**config.mk**
```make
export PLATFORM = sky130hd
export DESIGN_NAME = memory_arbiter
export DESIGN_NICKNAME = d
export VERILOG_FILES = /design/src/rtl/memory_arbiter_pkg.sv /design/src/rtl/memory_arbiter_wait_counter.sv /design/src/rtl/memory_arbiter.sv
export SDC_FILE = /design/constraint.sdc
export NUM_CORES = 1
export LEC_CHECK = 0
export BUFFER_PORTS_ARGS = -buffer_cell sky130_fd_sc_hd__clkbuf_2
export CAP_MARGIN = 15
export CORE_UTILIZATION = 49
export CTS_BUF_LIST = sky130_fd_sc_hd__clkbuf_4
export DETAILED_ROUTE_END_ITERATION = 8
export PLACE_DENSITY = 0.8
export SETUP_SLACK_MARGIN = 0.4
export SYNTH_ARGS = -nofsm -noshare
export SYNTH_HDL_FRONTEND = slang
export SYNTH_SLANG_ARGS = --single-unit
export TNS_END_PERCENT = 10
```
**constraint.sdc**
```tcl
create_clock -name clk -period 4.5 [get_ports clk]
set_input_delay 0.45 -clock clk [delete_from_list [all_inputs] [get_ports clk]]
set_output_delay 0.45 -clock clk [all_outputs]
set_load 0.01 [all_outputs]
```
**src/rtl/memory_arbiter_pkg.sv**
```systemverilog
// Shared encodings for the instruction/data SRAM arbiter.
package memory_arbiter_pkg;

    localparam int unsigned CNT_W = 4;

    typedef enum logic [1:0] {
        IDLE   = 2'd0,
        ACCESS = 2'd1,
        DONE   = 2'd2
    } state_t;

    typedef enum logic {
        OWN_I = 1'b0,
        OWN_D = 1'b1
    } owner_t;

endpackage

```
**src/rtl/memory_arbiter_wait_counter.sv**
```systemverilog
// Wait-state down-counter: load, decrement towards zero, zero flag.
module wait_counter
    import memory_arbiter_pkg::*;
(
    input  logic             clk,
    input  logic             reset,
    input  logic             load,
    input  logic [CNT_W-1:0] load_val,
    input  logic             dec,
    output logic             zero
);

    logic [CNT_W-1:0] cnt;

    always_ff @(posedge clk or posedge reset) begin
        if (reset) begin
            cnt <= '0;
        end else if (load) begin
            cnt <= load_val;
        end else if (dec && (cnt != '0)) begin
            cnt <= cnt - 1'b1;
        end
    end

    assign zero = (cnt == '0);

endmodule

```
**src/rtl/memory_arbiter.sv**
```systemverilog
// Round-robin arbiter sharing one single-port SRAM between the IF and MEM stages.
// Each access occupies IDLE-grant, WAIT_CYCLES of ACCESS, then one DONE/ack cycle.
module memory_arbiter
    import memory_arbiter_pkg::*;
#(
    parameter int unsigned WAIT_CYCLES = 4,
    parameter int unsigned ADDR_W      = 16
) (
    input  logic              clk,
    input  logic              reset,
    input  logic              i_req,
    input  logic [ADDR_W-1:0] i_addr,
    output logic [31:0]       i_rdata,
    output logic              i_ack,
    output logic              i_stall,
    input  logic              d_req,
    input  logic              d_we,
    input  logic [ADDR_W-1:0] d_addr,
    input  logic [31:0]       d_wdata,
    output logic [31:0]       d_rdata,
    output logic              d_ack,
    output logic              d_stall,
    output logic              sram_en,
    output logic              sram_we,
    output logic [ADDR_W-1:0] sram_addr,
    output logic [31:0]       sram_wdata,
    input  logic [31:0]       sram_rdata
);

    state_t            state;
    state_t            state_next;
    owner_t            grant;
    owner_t            owner_q;
    owner_t            last_owner;
    logic              we_q;
    logic [ADDR_W-1:0] addr_q;
    logic [31:0]       wdata_q;
    logic [31:0]       i_rdata_q;
    logic [31:0]       d_rdata_q;
    logic              cnt_load;
    logic              cnt_dec;
    logic              cnt_zero;

    // Tie goes to whichever side did not own the previous access.
    always_comb begin
        grant = OWN_I;
        if (i_req && d_req) begin
            grant = (last_owner == OWN_I) ? OWN_D : OWN_I;
        end else if (d_req) begin
            grant = OWN_D;
        end
    end

    assign cnt_load = (state == IDLE) && (i_req || d_req);
    assign cnt_dec  = (state == ACCESS);

    wait_counter u_wait_counter (
        .clk      (clk),
        .reset    (reset),
        .load     (cnt_load),
        .load_val (CNT_W'(WAIT_CYCLES - 1)),
        .dec      (cnt_dec),
        .zero     (cnt_zero)
    );

    always_ff @(posedge clk or posedge reset) begin
        if (reset) begin
            state <= IDLE;
        end else begin
            state <= state_next;
        end
    end

    always_comb begin
        state_next = state;
        case (state)
            IDLE:    if (i_req || d_req) state_next = ACCESS;
            ACCESS:  if (cnt_zero) state_next = DONE;
            DONE:    state_next = IDLE;
            default: state_next = IDLE;
        endcase
    end

    always_ff @(posedge clk or posedge reset) begin
        if (reset) begin
            owner_q    <= OWN_I;
            last_owner <= OWN_I;
            we_q       <= 1'b0;
            addr_q     <= '0;
            wdata_q    <= '0;
            i_rdata_q  <= '0;
            d_rdata_q  <= '0;
        end else begin
            if (cnt_load) begin
                owner_q <= grant;
                we_q    <= (grant == OWN_D) ? d_we : 1'b0;
                addr_q  <= (grant == OWN_D) ? d_addr : i_addr;
                wdata_q <= (grant == OWN_D) ? d_wdata : '0;
            end
            if ((state == ACCESS) && cnt_zero && !we_q) begin
                if (owner_q == OWN_D) begin
                    d_rdata_q <= sram_rdata;
                end else begin
                    i_rdata_q <= sram_rdata;
                end
            end
            if (state == DONE) begin
                last_owner <= owner_q;
            end
        end
    end

    // Outputs decode the state register so an async reset clears them at once.
    always_comb begin
        sram_en    = (state == ACCESS);
        sram_we    = (state == ACCESS) && we_q;
        sram_addr  = addr_q;
        sram_wdata = wdata_q;
        i_ack      = (state == DONE) && (owner_q == OWN_I);
        d_ack      = (state == DONE) && (owner_q == OWN_D);
        i_rdata    = i_rdata_q;
        d_rdata    = d_rdata_q;
        i_stall    = i_req && !i_ack;
        d_stall    = d_req && !d_ack;
    end

endmodule

```
==> results.cfg <==
[run_status]
status = completed

[clock_network]
clk_pin_slew_worst_paths_ps = 100
ctsResizeCount = 0
cts_tree = done
h-tree-depth = 4
cts_buffers = 17
clock_latency_ps = 490
clock_path_buffers = 2
post_cts_buffers = 0
root_buffer = clkbuf_4
postCtsHoldBufs = 0
cts_sinks = 121

[routing]
final_antenna_net_count = 0
remaining_drc_errors = 0
dr.pass1.iters = 4
wire_per_inst_um = 15.8
dr_total_vias = 3635
avgViaCountPerCell = 5.11
routed_wl_mm = 11.2
drt-initial-drc-count = 94

[power]
p_leak_nw = 3.36
ir_drop_mv = 0.317
power_density_nw_per_um2 = 713
pwr-share-seq = 0.429
cell_internal_pwr_w = 0.00293
combPwrFrac = 0.405
p_sw_frac = 0.350
p_switching_w = 0.00158
clockPowerShare = 0.165

[run]
drv_cap = 0

[sta]
tightest_slew_ps = 1150
fin_setup_tns_ps = 0
fmax_ghz = 0.397
hold_viol = 0
period_share = 0.560
holdWs_ps = 165
relSlewSlack = 0.233
maxSlewViolCount = 0
setup_viol = 0
min_period_ps = 2520
fin_skew_ps = 11.1
rsz0062_at_grt = false

[critical_path]
r2r_cells = 4
cp_max_fo = 32
cp-start-kind = flip-flop
cp-end-kind = flip-flop
critPathRequiredTime_ps = 4880
endpoint = sram_wdata[24]$_DFFE_PP0P_
arrival_ps = 2900
reg2reg_slack_ps = 1980
criticalPathCategory = reg2reg
r2r_start = state[0]$_DFFE_PP0P_
cp-startpoint = state[0]$_DFFE_PP0P_
reg2reg_to = sram_wdata[24]$_DFFE_PP0P_

[logic_synthesis]
yosys.area.top_type = dfrtp_1
synth_top_area_frac = 0.621
syn_inst = 349
synth_edf_count = 0
yosys_most_used_dff = dfrtp_1
ys_ff_latch = 121
yosys.cell_count.top_type = dfrtp_1
synth-async-reset-ratio = 1.00
synth_common_cells = dfrtp_1 (121), nand2_1 (35), mux2_2 (34)
ys_types = 36
syn_nets = 452
ys_top_cells_by_area = dfrtp_1 (62%), mux2_4 (9.2%), mux2_2 (7.8%)
syn_area_um2 = 4880
ys_seq_area_frac = 0.621
ys_warn_count = 0
synth_area_per_cell_um2 = 14.0

[grt]
antenna_found_initial = 0
grt_max_degree = 86
overflow = 0
grt_pass1_vias = 3555
grt_pass1_wl_mm = 17.1
grt_usage = 0.223

[floorplanning]
core_area_um2 = 9730
rows = 36
die_area_um2 = 10400
io_pins = 219
dieHeight_um = 102
start_util = 0.501
die_w_um = 102

[placement]
hpwl_mm = 8.08
io_buffers = 218
gp_congestion = 0.765

[layout]
drive_gt1_frac = 0.556
area_growth_pct = 29.5
fillers = 792
utilization = 0.650
finalNetCount = 671
antennaDiodeCount = 0

[worst_hold_path]
hold_class = in2async
-- how the worst min path moves through the flow --
stage | from | to
after floorplan | last_owner$_DFFE_PP0N_ | last_owner$_DFFE_PP0N_
after global placement | sram_wdata[3]$_DFFE_PP0P_ | sram_wdata[3]$_DFFE_PP0P_
after detailed placement | sram_wdata[21]$_DFFE_PP0P_ | sram_wdata[21]$_DFFE_PP0P_
after CTS | d_wdata[27] | sram_wdata[27]$_DFFE_PP0P_
after global routing | d_wdata[18] | sram_wdata[18]$_DFFE_PP0P_
final | reset | sram_wdata[8]$_DFFE_PP0P_
-- state kept, by name, summed over array words and instances (netlist names) --
| register | cells |
|---|---|
| d_rdata | 32 |
| i_rdata | 32 |
| sram_wdata | 32 |
| sram_addr | 16 |
| u_wait_counter.cnt | 4 |
| state | 2 |
| last_owner | 1 |
| owner_q | 1 |
| we_q | 1 |
-- worst max-delay path, cell delays in order (launching register included) --
cell	delay (ps)
dfrtp_1	470
nor2_1	880
nand2_1	490
buf_16	310
a22o_1	240
-- logic make-up (layout without fill, tap and decap cells) --
family,Yosys count,count (layout),share of synthesized area
AO/OA/AOI/OAI,75,75,0.111
adder cells (fa/ha/maj),2,2,0.00513
buffers and inverters,28,258,0.0339
flip-flops,121,121,0.621
multiplexers,64,64,0.171
AND/OR/NAND/NOR,59,59,0.0582
-- through the flow --
stage	std cells	total power [W]	area, µm²	setup WS, ps
floorplan	349	0.00301	4880	836
finish	712	0.00451	6320	1980
detailed placement	681	0.00378	6020	1480
global route	712	0.00482	6320	1810
global placement	681	0.00368	6020	1640
CTS	711	0.00453	6290	1480
-- placed cells by master, fill, tap and decap left out, drive strengths merged, types with 2 or more instances in the layout --
cell type / synthesis / layout
a31oi: 16 / 16
and2: 3 / 3
nor3: 3 / 3
a22o: 33 / 33
clkinv: 0 / 8
nand3b: 2 / 2
and3: 2 / 2
bufinv: 0 / 3
dfrtp: 121 / 121
mux2: 64 / 64
buf: 7 / 4
nor2: 4 / 4
o21ai: 2 / 2
nand2b: 2 / 2
ha: 2 / 2
clkbuf: 15 / 236
nand2: 35 / 35
inv: 6 / 6
a21oi: 17 / 17
-- power by group through the flow --
stage	clock network [W]	registers, W	logic, W
after floorplan	0	0.00214	0.000873
after global placement	0	0.00192	0.00176
after detailed placement	0	0.00195	0.00183
after CTS	0.000771	0.00193	0.00183
after global routing	0.000819	0.00201	0.00199
final	0.000745	0.00193	0.00183
-- routing by layer --
| layer | global-route usage | up-vias | routed length (µm) |
|---|---|---|---|
| met4 | 0.0892 | 0 | 157 |
| met1 | 0.266 | 1740 | 4730 |
| met5 | 0 | - | 0 |
| li1 | - | 1699 | - |
| met2 | 0.365 | 183 | 5410 |
| met3 | 0.0828 | 13 | 930 |
-- cell type report --
cell class	instances	area [µm²]	share of cell area
timing repair buffer	222	1140	0.181
clock inverter	12	134	0.0212
clock buffer	18	135	0.0214
multi-input combinational	200	1690	0.267
sequential	121	3030	0.479
inverter	6	25.0	0.00396
tap	133	166	0.0263
(Power assumes the default switching activity.)
